===== config.mk =====
export PLATFORM = sky130hd
export DESIGN_NAME = sw_debouncer
export DESIGN_NICKNAME = d
export VERILOG_FILES = /design/src/rtl/sw_debouncer.sv
export SDC_FILE = /design/constraint.sdc
export NUM_CORES = 1
export LEC_CHECK = 0
export BUFFER_PORTS_ARGS = -buffer_cell sky130_fd_sc_hd__buf_2
export CORE_UTILIZATION = 26
export DETAILED_ROUTE_END_ITERATION = 12
export HOLD_SLACK_MARGIN = 0.02
export PLACE_DENSITY_LB_ADDON = 0.08
export SLEW_MARGIN = 20
export SYNTH_ARGS = -nofsm -noshare
export SYNTH_HDL_FRONTEND = slang
export SYNTH_SLANG_ARGS = --single-unit

===== constraint.sdc =====
create_clock -name clk -period 1.8 [get_ports clk]
set_input_delay 0 -clock clk [delete_from_list [all_inputs] [get_ports clk]]
set_output_delay 0 -clock clk [all_outputs]
set_load 0.02 [all_outputs]

===== src/rtl/sw_debouncer.sv =====
// sw_debouncer: synchronises a raw, bouncing switch level to clk and qualifies
// every candidate transition over STABLE_CYCLES consecutive sampled edges
// before changing the clean level. It also emits registered single-cycle
// rise/fall pulses and a busy flag while a transition is being qualified.
module sw_debouncer #(
  parameter int STABLE_CYCLES = 4,
  parameter int SYNC_STAGES   = 2
) (
  input  logic clk,
  input  logic reset,     // asynchronous, active-low
  input  logic in_sw,
  output logic out_d,
  output logic out_rise,
  output logic out_fall,
  output logic out_busy
);

  localparam int CW = $clog2(STABLE_CYCLES + 1);
  localparam logic [CW-1:0] CNT_LAST = CW'(STABLE_CYCLES - 1);

  // Out-of-range parameters are rejected at elaboration.
  if (STABLE_CYCLES < 1) begin : g_chk_stable
    $error("sw_debouncer: STABLE_CYCLES must be >= 1");
  end
  if (SYNC_STAGES < 2) begin : g_chk_sync
    $error("sw_debouncer: SYNC_STAGES must be >= 2");
  end

  typedef enum logic [1:0] {
    IDLE_LOW  = 2'b00,
    WAIT_HIGH = 2'b01,
    IDLE_HIGH = 2'b11,
    WAIT_LOW  = 2'b10
  } state_t;

  logic [SYNC_STAGES-1:0] sync_d, sync_q;
  logic                   s;
  state_t                 state_d, state_q;
  logic [CW-1:0]          cnt_d, cnt_q;
  logic                   lvl_d, lvl_q;
  logic                   rise_d, rise_q;
  logic                   fall_d, fall_q;
  logic                   busy_d, busy_q;

  // Shift the raw level into the synchroniser chain; only the last stage is used.
  always_comb begin
    sync_d = {sync_q[SYNC_STAGES-2:0], in_sw};
  end

  assign s = sync_q[SYNC_STAGES-1];

  // Synchroniser register.
  always_ff @(posedge clk or negedge reset) begin
    if (!reset) sync_q <= '0;
    else        sync_q <= sync_d;
  end

  // Next-state, counter and registered-output logic for the qualifying FSM.
  always_comb begin
    state_d = state_q;
    cnt_d   = cnt_q;
    rise_d  = 1'b0;
    fall_d  = 1'b0;
    case (state_q)
      IDLE_LOW: begin
        if (s) begin
          if (STABLE_CYCLES == 1) begin
            state_d = IDLE_HIGH;
            cnt_d   = '0;
            rise_d  = 1'b1;
          end else begin
            state_d = WAIT_HIGH;
            cnt_d   = CW'(1);
          end
        end else begin
          cnt_d = '0;
        end
      end
      WAIT_HIGH: begin
        if (!s) begin
          // Bounce back: abandon the candidate and restart the count later.
          state_d = IDLE_LOW;
          cnt_d   = '0;
        end else if (cnt_q == CNT_LAST) begin
          state_d = IDLE_HIGH;
          cnt_d   = '0;
          rise_d  = 1'b1;
        end else begin
          cnt_d = cnt_q + CW'(1);
        end
      end
      IDLE_HIGH: begin
        if (!s) begin
          if (STABLE_CYCLES == 1) begin
            state_d = IDLE_LOW;
            cnt_d   = '0;
            fall_d  = 1'b1;
          end else begin
            state_d = WAIT_LOW;
            cnt_d   = CW'(1);
          end
        end else begin
          cnt_d = '0;
        end
      end
      WAIT_LOW: begin
        if (s) begin
          state_d = IDLE_HIGH;
          cnt_d   = '0;
        end else if (cnt_q == CNT_LAST) begin
          state_d = IDLE_LOW;
          cnt_d   = '0;
          fall_d  = 1'b1;
        end else begin
          cnt_d = cnt_q + CW'(1);
        end
      end
      default: begin
        state_d = IDLE_LOW;
        cnt_d   = '0;
      end
    endcase
    // Outputs are decoded from the next state so they can be registered.
    lvl_d  = (state_d == IDLE_HIGH) || (state_d == WAIT_LOW);
    busy_d = (state_d == WAIT_HIGH) || (state_d == WAIT_LOW);
  end

  // FSM state, counter and output registers; reset aborts any qualification.
  always_ff @(posedge clk or negedge reset) begin
    if (!reset) begin
      state_q <= IDLE_LOW;
      cnt_q   <= '0;
      lvl_q   <= 1'b0;
      rise_q  <= 1'b0;
      fall_q  <= 1'b0;
      busy_q  <= 1'b0;
    end else begin
      state_q <= state_d;
      cnt_q   <= cnt_d;
      lvl_q   <= lvl_d;
      rise_q  <= rise_d;
      fall_q  <= fall_d;
      busy_q  <= busy_d;
    end
  end

  assign out_d    = lvl_q;
  assign out_rise = rise_q;
  assign out_fall = fall_q;
  assign out_busy = busy_q;

endmodule


# ---- Word level (Yosys, flattened, before mapping)
# Index checks and enable logic that the tools add are counted.
dict set report word_totals {
  ff_bits 11
  input_bits 3
  out_inout_bits 4
  elab_cells 36
}
dict set report op_classes {
  add_sub_neg 1
  eq_ne 7
  n_mux 18
  reduce_logical 3
}
# cell n
set op_table {}
lappend op_table {{$mux W2} 6}
lappend op_table {{$pmux W3 S4} 1}
lappend op_table {{$mux W3} 3}
lappend op_table {{$eq A2 B2 Y1 const B} 4}
lappend op_table {{$pmux W2 S4} 1}
lappend op_table {{$mux W1} 7}
lappend op_table {{$eq A2 B1 Y1 const B} 2}
lappend op_table {{$add A3 B1 Y3 const B} 1}
lappend op_table {{$eq A3 B2 Y1 const B} 1}
lappend op_table {{$logic_not A2 Y1} 1}
lappend op_table {{$logic_or A1 B1 Y1} 2}

# ---- Longest topological paths before layout
dict set report depth {
  word_depth 6
  ltp_mapped 4
  mapped_depth_nobuf 4
}

# ---- Least setup slack after synthesis
# Ideal clock, no wire load.
dict set report synth_path {
  path_kind {flip-flop to flip-flop}
  start {reg out_d (netlist name)}
  end {reg cnt_q[2]}
  setup_time_ns 0.066
  arrival_ns 1.089
  required_time_ns 1.734
  setup_slack_ns 0.645
  stages_incl_launch_ff 4
  n_path_buf 0
  synth_period_minus_slack_ns 1.155
  path_cell_list {dfrtp_1 or3b_1 nand2_1 and3b_1}
}
# element line
set synth_lines {}
lappend synth_lines {{to (signal assigned)} 139} ;# cnt_q <= cnt_d;
lappend synth_lines {{to (decl)} 39} ;# logic [CW-1:0] cnt_d, cnt_q;

# ---- Worst setup path in the final report
dict set report layout_path {
  start {reg cnt_q[0]}
  end {reg cnt_q[0]}
}
dict set report layout_via {
  elab_chain_cells 4
  elab_cells_between_ends 6
  classes_between {add/sub: 1; eq/ne: 1; mux: 4}
}
# element line
set layout_lines {}
lappend layout_lines {{$add A3 B1 Y3 / $eq A3 B2 Y1 (equally long branches)} -}
lappend layout_lines {{$mux W3 (*)} {84, 110}}
lappend layout_lines {{$mux W3 (on tied branches)} {107, 80}}
lappend layout_lines {{$pmux W3 S4 (*)} 64} ;# case (state_q)
lappend layout_lines {{net cnt_d[0]} 39}
# The timed path passes the listed nets; every way through them passes the cells marked *.

==> impl_metrics.ini <==
[power]
power.share.sequential_pct = 58.0
ir_drop_mv = 0.3512
p_sw_share_pct = 21.59
p_sw_mw = 0.08981
power_density_mw_per_mm2 = 865.8
comb_power_share_pct = 8.0
cell_internal_pwr_mw = 0.3262
leakage_nw = 0.2416
power_frac_clock_pct = 34.0
p_total_mw = 0.4160

[global_route]
grt_pass1_vias = 256
grt_pass1_wl_um = 1007
antenna_found_initial = 0
grt_max_degree = 11
overflow = 0
grt_use_total_pct = 10.34

[sta]
setup_viol = 0
relSlewSlack_pct = 85.68
slew_viol_final = 0
post-route-min-period_ns = 1.158
tightestPinTransition_ns = 0.2143
max_freq_ghz = 0.8635
finalCritPeriodShare_pct = 64.34
rsz0062_at_grt = no
tns_ns = 0
finClkSkew_ns = 0.002401
hold_viol = 0

[clocking]
cts_setup_buffers = 0
cts_buffers = 3
clk_path_buf_depth = 2
htree_levels = 1
root_buffer = clkbuf_4
clock_sinks = 10
cts_tree = done
path_clk_slew_ns = 0.06
clk_latency_ns = 0.25

[yosys]
postSynthCellCount = 33
yosysTopAreaCellShare_pct = 63.69
synth_common_cells = dfrtp_1 (10), o21ai_0 (4), nor2_1 (3)
async_flop_share_pct = 100.0
synth_ff_type = dfrtp_1
yosysSeqAreaShare_pct = 63.69
yosysMostFrequentCell = dfrtp_1
yosys_warnings = 0
synth.distinct_cells = 19
synth_nets = 37
synth_edf_count = 0
netlist_top_cells_area = dfrtp_1 (64%), o21ai_0 (5.1%), ha_1 (3.2%)
synth_top_cell_by_area = dfrtp_1
syn_area_sq_um = 392.9
syn_avg_cell_area_sq_um = 11.91
synth-seq-cells = 10

[placed_design]
dp_hpwl_um = 462.8
place_area_sq_um = 437.9
io_buffer_count = 6
gp_congestion = 0.8198

[final_layout]
diodes = 0
final_cell_mix = dfrtp_1 (10), buf_2 (6), o21ai_0 (4)
fin_area_sq_um = 480.5
fillers = 140
syn_to_final_growth_pct = 22.29
final_common_cell = dfrtp_1
final_nets = 49
final_layout_size_suffix_gt1_share_pct = 23.26

[route]
ant_nets = 0
drc = 0
routed_wl_um = 599
wire_per_inst_um = 10.33
drt_pass1_iterations = 4
viasPerCell = 4.552
via_count = 264
drt_iter0_drc = 1

[floorplan]
start_util_pct = 29.10
die_x_um = 40.87
die_area_sq_mm = 0.001670
die_h_um = 40.87
num_rows = 13
core_sq_mm = 0.001350
pin_count = 7

[job]
drv_cap = 0

[status]
outcome = completed

[setup_path]
worstPathArrival_ns = 1.33
crit_path_end_kind = flop
crit_type = reg2reg
crit_fanout = 3
required_ns = 1.98
cp-start-kind = flop

[min_path]
hp-class = in2async
==> registers in the layout, indices dropped and copies added (netlist names) <==
register	count
cnt_q	3
sync_q	2
out_busy	1
out_d	1
out_fall	1
out_rise	1
state_q	1
==> layer usage <==
layer / global-route usage (%) / up-vias / wire [um]
li1: - / 132 / -
met3: 8.152 / 2 / 44
met2: 14.84 / 8 / 273
met1: 10.81 / 122 / 273
met5: 0 / - / 0
met4: 5.000 / 0 / 8
==> cells by family after synthesis <==
group / count (synthesis) / share of synthesized area, %
simple gates: 12 / 19.11
compound gates: 8 / 12.10
flops: 10 / 63.69
buf+inv: 2 / 1.909
fa+ha+maj: 1 / 3.184
==> critical path: stages (launching register included) <==
cell,delay (ns)
dfrtp_1,0.39
ha_1,0.22
nor2b_1,0.16
o21a_1,0.17
o2bb2ai_1,0.14
==> path summary, 6_finish.rpt <==
check | from | end | slack (ns) | cells after the start
setup / recovery | cnt_q[0] | cnt_q[0] | 0.64 | 4
hold / removal | reset | out_fall | 0.13 | 2
setup reg to reg | cnt_q[0] | cnt_q[0] | 0.64 | 4
hold reg to reg | sync_q[0] | sync_q[1] | 0.36 | 0
max in group asynchronous | reset | cnt_q[0] | 1.49 | 2
min in group clk | sync_q[0] | sync_q[1] | 0.36 | 0
==> area by class of cell <==
type / count / area [sq um] / share of cell area (%)
multi-input cells: 21 / 135.1 / 28.13
repair buffers: 8 / 50.05 / 10.42
well taps: 15 / 18.77 / 3.906
flip-flops and latches: 10 / 250.2 / 52.08
clock buffers: 3 / 22.52 / 4.687
inverters: 1 / 3.754 / 0.7812
==> power groups by stage <==
stage | clock, mW | combinational [mW] | sequential (mW)
floorplan | 0 | 0.0155 | 0.248
global placement | 0 | 0.0302 | 0.246
detailed placement | 0 | 0.0310 | 0.246
CTS | 0.151 | 0.0344 | 0.241
global route | 0.168 | 0.0380 | 0.242
finish | 0.141 | 0.0334 | 0.241
==> stage by stage <==
step                      worst slack, ns  instances  hold slack (ns)  util (%)
final                              0.6419         58           0.1278     35.59
after global routing               0.5771         58           0.1571     35.59
after CTS                          0.6307         58           0.1301     35.59
after detailed placement           0.6471         53          -0.1321     32.44
after global placement             0.6622         53          -0.1341     32.44
after floorplan                    0.6446         33          -0.2956         -
==> repair_timing <==
action                    in CTS  in global routing
hold endpoints to repair      11                  0
gates resized for setup        0                  0
hold buffers                   2                  0
(Power assumes the default switching activity.)
